File: src/rtl/hilo_muldiv.sv
// rtl/hilo_muldiv.sv - iterative HI/LO multiply/divide unit
// Build with HILO_MULDIV_DIV_EN defined to include the restoring divider.
module hilo_muldiv #(
   parameter int n = 32
) (
   input  logic         clk,
   input  logic         reset_n,
   input  logic         start,
   input  logic [1:0]   op,
   input  logic [n-1:0] srca,
   input  logic [n-1:0] srcb,
   input  logic         hi_we,
   input  logic         lo_we,
   input  logic [n-1:0] wdata,
   output logic         busy,
   output logic         done,
   output logic         div_zero,
   output logic [n-1:0] hi,
   output logic [n-1:0] lo
);
   localparam int CW = $clog2(n + 1);

   typedef enum logic [1:0] {S_IDLE, S_RUN, S_FIN} state_t;

   state_t         state_q, state_d;
   logic [CW-1:0]  cnt_q, cnt_d;
   logic [2*n-1:0] acc_q, acc_d;
   logic [n-1:0]   opnd_q, opnd_d;
   logic           neg_a_q, neg_a_d;
   logic           neg_b_q, neg_b_d;
   logic           skip_q, skip_d;
   logic           done_q, done_d;
   logic           dz_q, dz_d;
   logic [n-1:0]   hi_q, hi_d;
   logic [n-1:0]   lo_q, lo_d;

   logic           a_neg, b_neg;
   logic [n-1:0]   a_mag, b_mag;
   logic [n:0]     mul_sum;
   logic [2*n-1:0] prod_fix;
`ifdef HILO_MULDIV_DIV_EN
   logic           is_div_q, is_div_d;
   logic [n:0]     div_shift, div_diff;
`endif

   assign a_neg = op[0] & srca[n-1];
   assign b_neg = op[0] & srcb[n-1];
   assign a_mag = a_neg ? -srca : srca;
   assign b_mag = b_neg ? -srcb : srcb;

   // acc holds {partial product, remaining multiplier} or {remainder, dividend/quotient}
   assign mul_sum  = acc_q[0] ? ({1'b0, acc_q[2*n-1:n]} + {1'b0, opnd_q})
                              : {1'b0, acc_q[2*n-1:n]};
   assign prod_fix = (neg_a_q ^ neg_b_q) ? -acc_q : acc_q;
`ifdef HILO_MULDIV_DIV_EN
   assign div_shift = {acc_q[2*n-1:n], acc_q[n-1]};
   assign div_diff  = div_shift - {1'b0, opnd_q};
`endif

   always_comb begin
      state_d = state_q;
      cnt_d   = cnt_q;
      acc_d   = acc_q;
      opnd_d  = opnd_q;
      neg_a_d = neg_a_q;
      neg_b_d = neg_b_q;
      skip_d  = skip_q;
      done_d  = 1'b0;
      dz_d    = 1'b0;
      hi_d    = hi_q;
      lo_d    = lo_q;
`ifdef HILO_MULDIV_DIV_EN
      is_div_d = is_div_q;
`endif
      case (state_q)
         S_IDLE: begin
            if (hi_we) hi_d = wdata;
            if (lo_we) lo_d = wdata;
            if (start) begin
               neg_a_d = a_neg;
               neg_b_d = b_neg;
               cnt_d   = CW'(n);
               opnd_d  = op[1] ? b_mag : a_mag;
               acc_d   = {{n{1'b0}}, (op[1] ? a_mag : b_mag)};
`ifdef HILO_MULDIV_DIV_EN
               is_div_d = op[1];
               skip_d   = op[1] & (srcb == '0);
`else
               skip_d   = op[1];
`endif
               state_d = skip_d ? S_FIN : S_RUN;
            end
         end
         S_RUN: begin
            cnt_d = cnt_q - CW'(1);
            acc_d = {mul_sum, acc_q[n-1:1]};
`ifdef HILO_MULDIV_DIV_EN
            if (is_div_q) begin
               acc_d = div_diff[n] ? {div_shift[n-1:0], acc_q[n-2:0], 1'b0}
                                   : {div_diff[n-1:0], acc_q[n-2:0], 1'b1};
            end
`endif
            if (cnt_q == CW'(1)) state_d = S_FIN;
         end
         S_FIN: begin
            state_d = S_IDLE;
            done_d  = 1'b1;
`ifdef HILO_MULDIV_DIV_EN
            dz_d = skip_q;
            if (!skip_q && is_div_q) begin
               lo_d = (neg_a_q ^ neg_b_q) ? -acc_q[n-1:0] : acc_q[n-1:0];
               hi_d = neg_a_q ? -acc_q[2*n-1:n] : acc_q[2*n-1:n];
            end else if (!skip_q) begin
               hi_d = prod_fix[2*n-1:n];
               lo_d = prod_fix[n-1:0];
            end
`else
            if (!skip_q) begin
               hi_d = prod_fix[2*n-1:n];
               lo_d = prod_fix[n-1:0];
            end
`endif
         end
         default: state_d = S_IDLE;
      endcase
   end

   always_ff @(posedge clk or negedge reset_n) begin
      if (!reset_n) begin
         state_q  <= S_IDLE;
         cnt_q    <= '0;
         acc_q    <= '0;
         opnd_q   <= '0;
         neg_a_q  <= 1'b0;
         neg_b_q  <= 1'b0;
         skip_q   <= 1'b0;
         done_q   <= 1'b0;
         dz_q     <= 1'b0;
         hi_q     <= '0;
         lo_q     <= '0;
`ifdef HILO_MULDIV_DIV_EN
         is_div_q <= 1'b0;
`endif
      end else begin
         state_q  <= state_d;
         cnt_q    <= cnt_d;
         acc_q    <= acc_d;
         opnd_q   <= opnd_d;
         neg_a_q  <= neg_a_d;
         neg_b_q  <= neg_b_d;
         skip_q   <= skip_d;
         done_q   <= done_d;
         dz_q     <= dz_d;
         hi_q     <= hi_d;
         lo_q     <= lo_d;
`ifdef HILO_MULDIV_DIV_EN
         is_div_q <= is_div_d;
`endif
      end
   end

   assign busy     = (state_q != S_IDLE);
   assign done     = done_q;
   assign div_zero = dz_q;
   assign hi       = hi_q;
   assign lo       = lo_q;
endmodule
File: config.mk
export PLATFORM = sky130hd
export DESIGN_NAME = hilo_muldiv
export DESIGN_NICKNAME = d
export VERILOG_FILES = /design/src/rtl/hilo_muldiv.sv
export SDC_FILE = /design/constraint.sdc
export NUM_CORES = 1
export LEC_CHECK = 0
export ABC_AREA = 1
export BUFFER_PORTS_ARGS = -buffer_cell sky130_fd_sc_hd__buf_2
export CAP_MARGIN = 0
export CELL_PAD_IN_SITES_DETAIL_PLACEMENT = 0
export CELL_PAD_IN_SITES_GLOBAL_PLACEMENT = 1
export CORE_MARGIN = 8
export CORE_UTILIZATION = 42
export DETAILED_ROUTE_END_ITERATION = 16
export PLACE_DENSITY = 0.9
export SETUP_SLACK_MARGIN = 0.15
export SLEW_MARGIN = 10
export SYNTH_ARGS = -nofsm -noshare
export SYNTH_HDL_FRONTEND = slang
export SYNTH_SLANG_ARGS = --single-unit
File: constraint.sdc
create_clock -name clk -period 3 [get_ports clk]
set_clock_uncertainty 0.1 [all_clocks]
set_input_delay 0.6 -clock clk [delete_from_list [all_inputs] [get_ports clk]]
set_output_delay 0.6 -clock clk [all_outputs]
set_load 0.02 [all_outputs]
== Yosys cells after proc, flatten, opt, wreduce, memory -nomap -nowiden ==
Cells that the tools add are included.

* Add/sub/neg operators: 5
* $mul: 0
* Divide/modulo/power cells: 0
* $lt $le $gt $ge: 0
* Equal/unequal tests: 8
* Shift operators: 0
* Mux-type cells: 21
* Bitwise operators: 3
* Reductions and logical operators: 9

{| class="wikitable"
|+ Operator list
! operator !! count
|-
| $mux 32 || 8
|-
| $mux 64 || 2
|-
| $pmux 32 s2 || 2
|-
| $pmux 64 s2 || 1
|-
| $neg 32->32 || 2
|-
| $neg 64->64 || 1
|-
| $add 32x32->33 || 1
|-
| $mux 33 || 1
|-
| $pmux 6 s2 || 1
|-
| $ne 2x2->1 const B || 5
|-
| $eq 6x1->1 const B || 1
|-
| $mux 2 || 3
|-
| $mux 6 || 1
|-
| $reduce_and 2->1 || 3
|-
| $reduce_and 3->1 || 2
|-
| $reduce_bool 2->1 || 3
|-
| $sub 6x1->6 const B || 1
|-
| $pmux 2 s2 || 1
|-
| $and 1x1->1 || 2
|-
| $eq 2x1->1 const B || 1
|-
| $eq 2x2->1 const B || 1
|-
| $logic_not 2->1 || 1
|-
| $mux 1 || 1
|-
| $xor 1x1->1 || 1
|}

* Register bits after elaboration: 172
* Latch bits: 0
* Bits in writable memories: 0
* Memory bits (read-only): 0
* Bits of input ports: 103
* Memories kept: 0

== Longest topological paths before layout ==
* Depth in word-level cells: 5
* Depth in mapped cells: 14
* Mapped depth without buffers: 14

== Worst setup path after synthesis ==
No wires, ideal clock.

* Path type: register to register
* Start point: reg acc_q[0]
* End point: reg lo_q[22] (netlist: lo[22])
* Data arrival time: 1,945 ps
* Data required time: 2,779 ps
* Setup slack: 834 ps
* Stages on the path, launching flop included: 13
* Buffers on the path: 2
* Clock period less this slack: 2,166 ps
* Path through: dfrtp_1 buf_6 clkinv_2 clkbuf_1 ha_1 nand2_2 nor2_4 nand3_2 nand2_2 nand2_1 or2_0 nand3_1 a21oi_1

* Longest elaborated chain between the ends: 4

{| class="wikitable"
|+ Ends and longest elaborated chain
! item !! RTL line !! source
|-
| from (decl) || 27 || <nowiki>logic [2*n-1:0] acc_q, acc_d;</nowiki>
|-
| from (signal assigned) || 132 || <nowiki>acc_q <= '0;</nowiki>
|-
| from (signal assigned) || 147 || <nowiki>acc_q <= acc_d;</nowiki>
|-
| $neg 64->64 || 54 || <nowiki>assign prod_fix = (neg_a_q ^ neg_b_q) ? -acc_q : acc_q;</nowiki>
|-
| $mux 64 || 54 ||
|-
| $mux 32 || 118 || <nowiki>if (!skip_q) begin</nowiki>
|-
| $pmux 32 s2 || 75 || <nowiki>case (state_q)</nowiki>
|-
| to (signal assigned) || 155 || <nowiki>lo_q <= lo_d;</nowiki>
|-
| to (decl) || 35 || <nowiki>logic [n-1:0] lo_q, lo_d;</nowiki>
|}

Every way passes these cells. The select of a mux whose other input is x is not followed.
A chain may end at the register's enable or synchronous reset.

== Final worst setup path ==
* Start point: reg state_q[1]
* End point: reg opnd_q[0]

* Longest elaborated chain between the ends: 2

{| class="wikitable"
|+ Ends and longest elaborated chain
! item !! RTL line !! source
|-
| from (decl) || 25 || <nowiki>state_t state_q, state_d;</nowiki>
|-
| from (signal assigned) || 145 || <nowiki>state_q <= state_d;</nowiki>
|-
| $logic_not 2->1 || 75 ||
|-
| $reduce_and 2->1 (no source line) || -- ||
|-
| to (signal assigned) || 148 || <nowiki>opnd_q <= opnd_d;</nowiki>
|-
| to (decl) || 28 || <nowiki>logic [n-1:0] opnd_q, opnd_d;</nowiki>
|}

Every way passes these cells.

==> qor.csv <==
stage,metric,value,unit
run_status,status,finished clean,
sta,slew_viol_final,0,
synth,yosys-top-cells-area,"dfrtp_1 (31%), nand2_1 (18%), nor2_1 (8.7%)",
clock_tree,hold_buffers,0,
sta,tightest_slew,0.719,ns
layout,area.sequential,4300,µm²
setup_path,timing.critical_path.max_delay_family,simple AND/OR/NAND/NOR gates,
clock_tree,clk_latency,0.45,ns
layout,antennaDiodeCount,0,
layout,layoutNonFillerInstCount,2827,
place,dp_cells,2795,
floorplanning,die_w,198,µm
place,io_buffers,168,
place,gp_congestion,0.965,
setup_path,r2r_cells,5,
synth,synth_cell_types,52,
sta,rsz0062_at_grt,no,
setup_path,reg2reg_to,opnd_q[0],
sta,fmax,402,MHz
drt,ant_nets,0,
layout,multiInputGateArea,8460,µm²
synth,synth.top_cell.area_share,30.8,%
synth,ys.flop_type,dfrtp_1,
place,dpl.hpwl,45.4,mm
power,peakVddDrop,564,µV
drt,drt_pass1_iterations,7,
sta,hold_viol_final,0,
sta,post-route-period-util,83.0,%
layout,nets,2507,
clock_tree,path_clk_slew,0.08,ns
synth,async_flop_share,100,%
layout,final_cell_mix,"nand2_1 (676), nor2_1 (321), inv_1 (226), nand3_1 (223), dfrtp_1 (172)",
sta,hold_slack,0.0102,ns
power,power_density,1150,nW/µm²
drt,drt_iter0_drc,1407,
global_routing,grt_max_degree,74,
sta,maxSlewHeadroom,51.9,%
floorplanning,die_y,198,µm
global_routing,grt_pass1_wl,85.2,mm
setup_path,path_max_fanout,17,
clock_tree,clock_path_buffers,2,
clock_tree,cts_max_level,4,
synth,syn_inst,2230,
setup_path,path_buf_inv,1,
floorplanning,io_pins,170,
sta,setup_viol,0,
floorplanning,coreArea,33200,µm²
setup_path,r2r_setup_slack,0.51,ns
global_routing,grt_pass1_vias,14600,
layout,final_layout_size_suffix_gt1_share,11.8,%
setup_path,reg2reg_from,state_q[1],
synth,syn_avg_cell_area,6.27,µm²
synth,synth_warnings,0,
drt,wl_per_cell,19.7,µm
clock_tree,cts_buffers,17,
floorplanning,start_util,42.1,%
drt,routed_wl,55.8,mm
setup_path,crit_required,3.22,ns
layout,final_common_cell,nand2_1,
synth,synth_nets,2371,
sta,setup_tns,0,ns
global_routing,antenna_found_initial,0,
floorplanning,num_rows,67,
clock_tree,ctsResizeCount,0,
synth,yosysTopAreaCell,dfrtp_1,
clock_tree,cts-root-buf,clkbuf_16,
setup_path,crit_cells,5,
layout,num-fill-cells,3615,
power,p_leak,7.72,nW
sta,fin_crit,2.49,ns
setup_path,path_class,flop to flop,
drt,drc,0,
global_routing,grt_overflow,0,
synth,syn_area,14000,µm²
layout,synthToLayoutAreaGrowth,14.1,%
setup_path,path_cells,nor2_1 > nand2_1 > nor2_4 > clkinv_1 > o221ai_1,
setup_path,arrival,2.71,ns
clock_tree,tritoncts,built,
flow_run,cap_violations,0,
setup_path,crit_slowest_cell,clkinv_1,
synth,ys_ff_latch,172,
synth,ys_seq_area_share,30.8,%
floorplanning,die-area,39400,µm²
setup_path,crit_path_end,opnd_q[0],
drt,via_per_inst,5.53,
drt,vias,15600,
clock_tree,cts_setup_buffers,0,
min_path,hp-class,input port to asynchronous set/reset pin,
setup_path,setup.worst_path.start,state_q[1],
setup_path,setup.worst_path.start_class,flop,
setup_path,critPathMaxStageDelay,0.51,ns
global_routing,grt_usage,27.9,%
clock_tree,numClockSinks,172,
synth,synth-edff-count,0,
setup_path,worstSetupEndpointType,flop,
[power breakdown]
group | leakage, nW | switching (mW) | internal (mW)
Clock | 0.312 | 1.15 | 1.29
Sequential | 2.06 | 1.56 | 3.42
Combinational | 5.35 | 7.31 | 3.56
Total | 7.72 | 10.0 | 8.27
[cell families (layout without fill, tap and decap cells)]
group	Yosys count	in the layout	share of synthesized area (%)
and+or+nand+nor	1320	1320	39.5
AOI/OAI and AO/OA	335	335	14.1
buffers and inverters	314	463	8.93
DFF	172	172	30.8
xor gates and xnor gates	49	49	3.07
adders and majority gates	38	38	3.45
other	1	1	0.0268
muxes	1	1	0.0716
[state kept, by name (all words and copies together) (netlist names)]
| name | cells |
|---|---|
| opnd_q | 32 |
| neg_b_q | 1 |
| done | 1 |
| lo | 32 |
| state_q | 2 |
| cnt_q | 6 |
| neg_a_q | 1 |
| acc_q | 64 |
| hi | 32 |
| skip_q | 1 |
[cells in the mapped netlist (5+ instances only)]
master / count
a21oi_1: 164
o211ai_1: 13
o21ai_0: 67
xor2_1: 32
nand2_1: 676
nand3b_1: 13
o21bai_1: 7
inv_1: 226
o22ai_1: 9
inv_2: 5
xnor2_1: 17
nor2_2: 11
nand2_2: 7
clkinv_1: 6
buf_2: 31
ha_1: 37
o221ai_1: 11
nand4_1: 34
a31oi_1: 11
buf_1: 7
o21ai_1: 5
clkbuf_1: 33
nand3_1: 223
a22oi_1: 28
nor2_1: 325
dfrtp_1: 172
or2_2: 8
nor3_1: 9
[per-layer routing]
metal	part of all wire (%)	vias to the layer above	GRT usage [%]	wire length (µm)
met5	0	-	0	0
met4	2.6	0	8.95	1430
met3	6.7	76	2.72	3760
met2	46	660	45.8	25900
met1	44	7378	38.3	24700
li1	-	7518	-	-
[area by class of cell]
type                            instances  area share (%)
Tap cell                              448            3.51
Clock inverter                         15            1.34
Inverter                              238            5.61
Multi-Input combinational cell       1744            53.0
Sequential cell                       172            27.0
Timing Repair Buffer                  193            6.88
Clock buffer                           17            2.67
[stage by stage]
stage | utilization, % | power, mW | worst slack [ns] | instance area (µm²)
4_1_cts | 48.1 | 18.2 | 0.500 | 16000
6_report | 48.1 | 18.3 | 0.510 | 16000
2_1_floorplan | - | 12.0 | 0.834 | 14000
3_3_place_gp | 46.1 | 15.5 | 0.439 | 15300
5_1_grt | 48.1 | 19.7 | 0.347 | 16000
3_5_place_dp | 46.1 | 15.7 | 0.470 | 15300
[worst min path at each step]
stage	from	endpoint	slack, ns	depth (start not counted)
3_3_place_gp	skip_q	skip_q	0.38	2
6_report	reset_n	hi[21]	0.01	1
2_1_floorplan	reset_n	acc_q[0]	0.20	0
5_1_grt	reset_n	hi[20]	0.05	1
3_5_place_dp	skip_q	skip_q	0.37	2
4_1_cts	reset_n	hi[21]	0.03	1
Power figures use the tool's default switching activity.
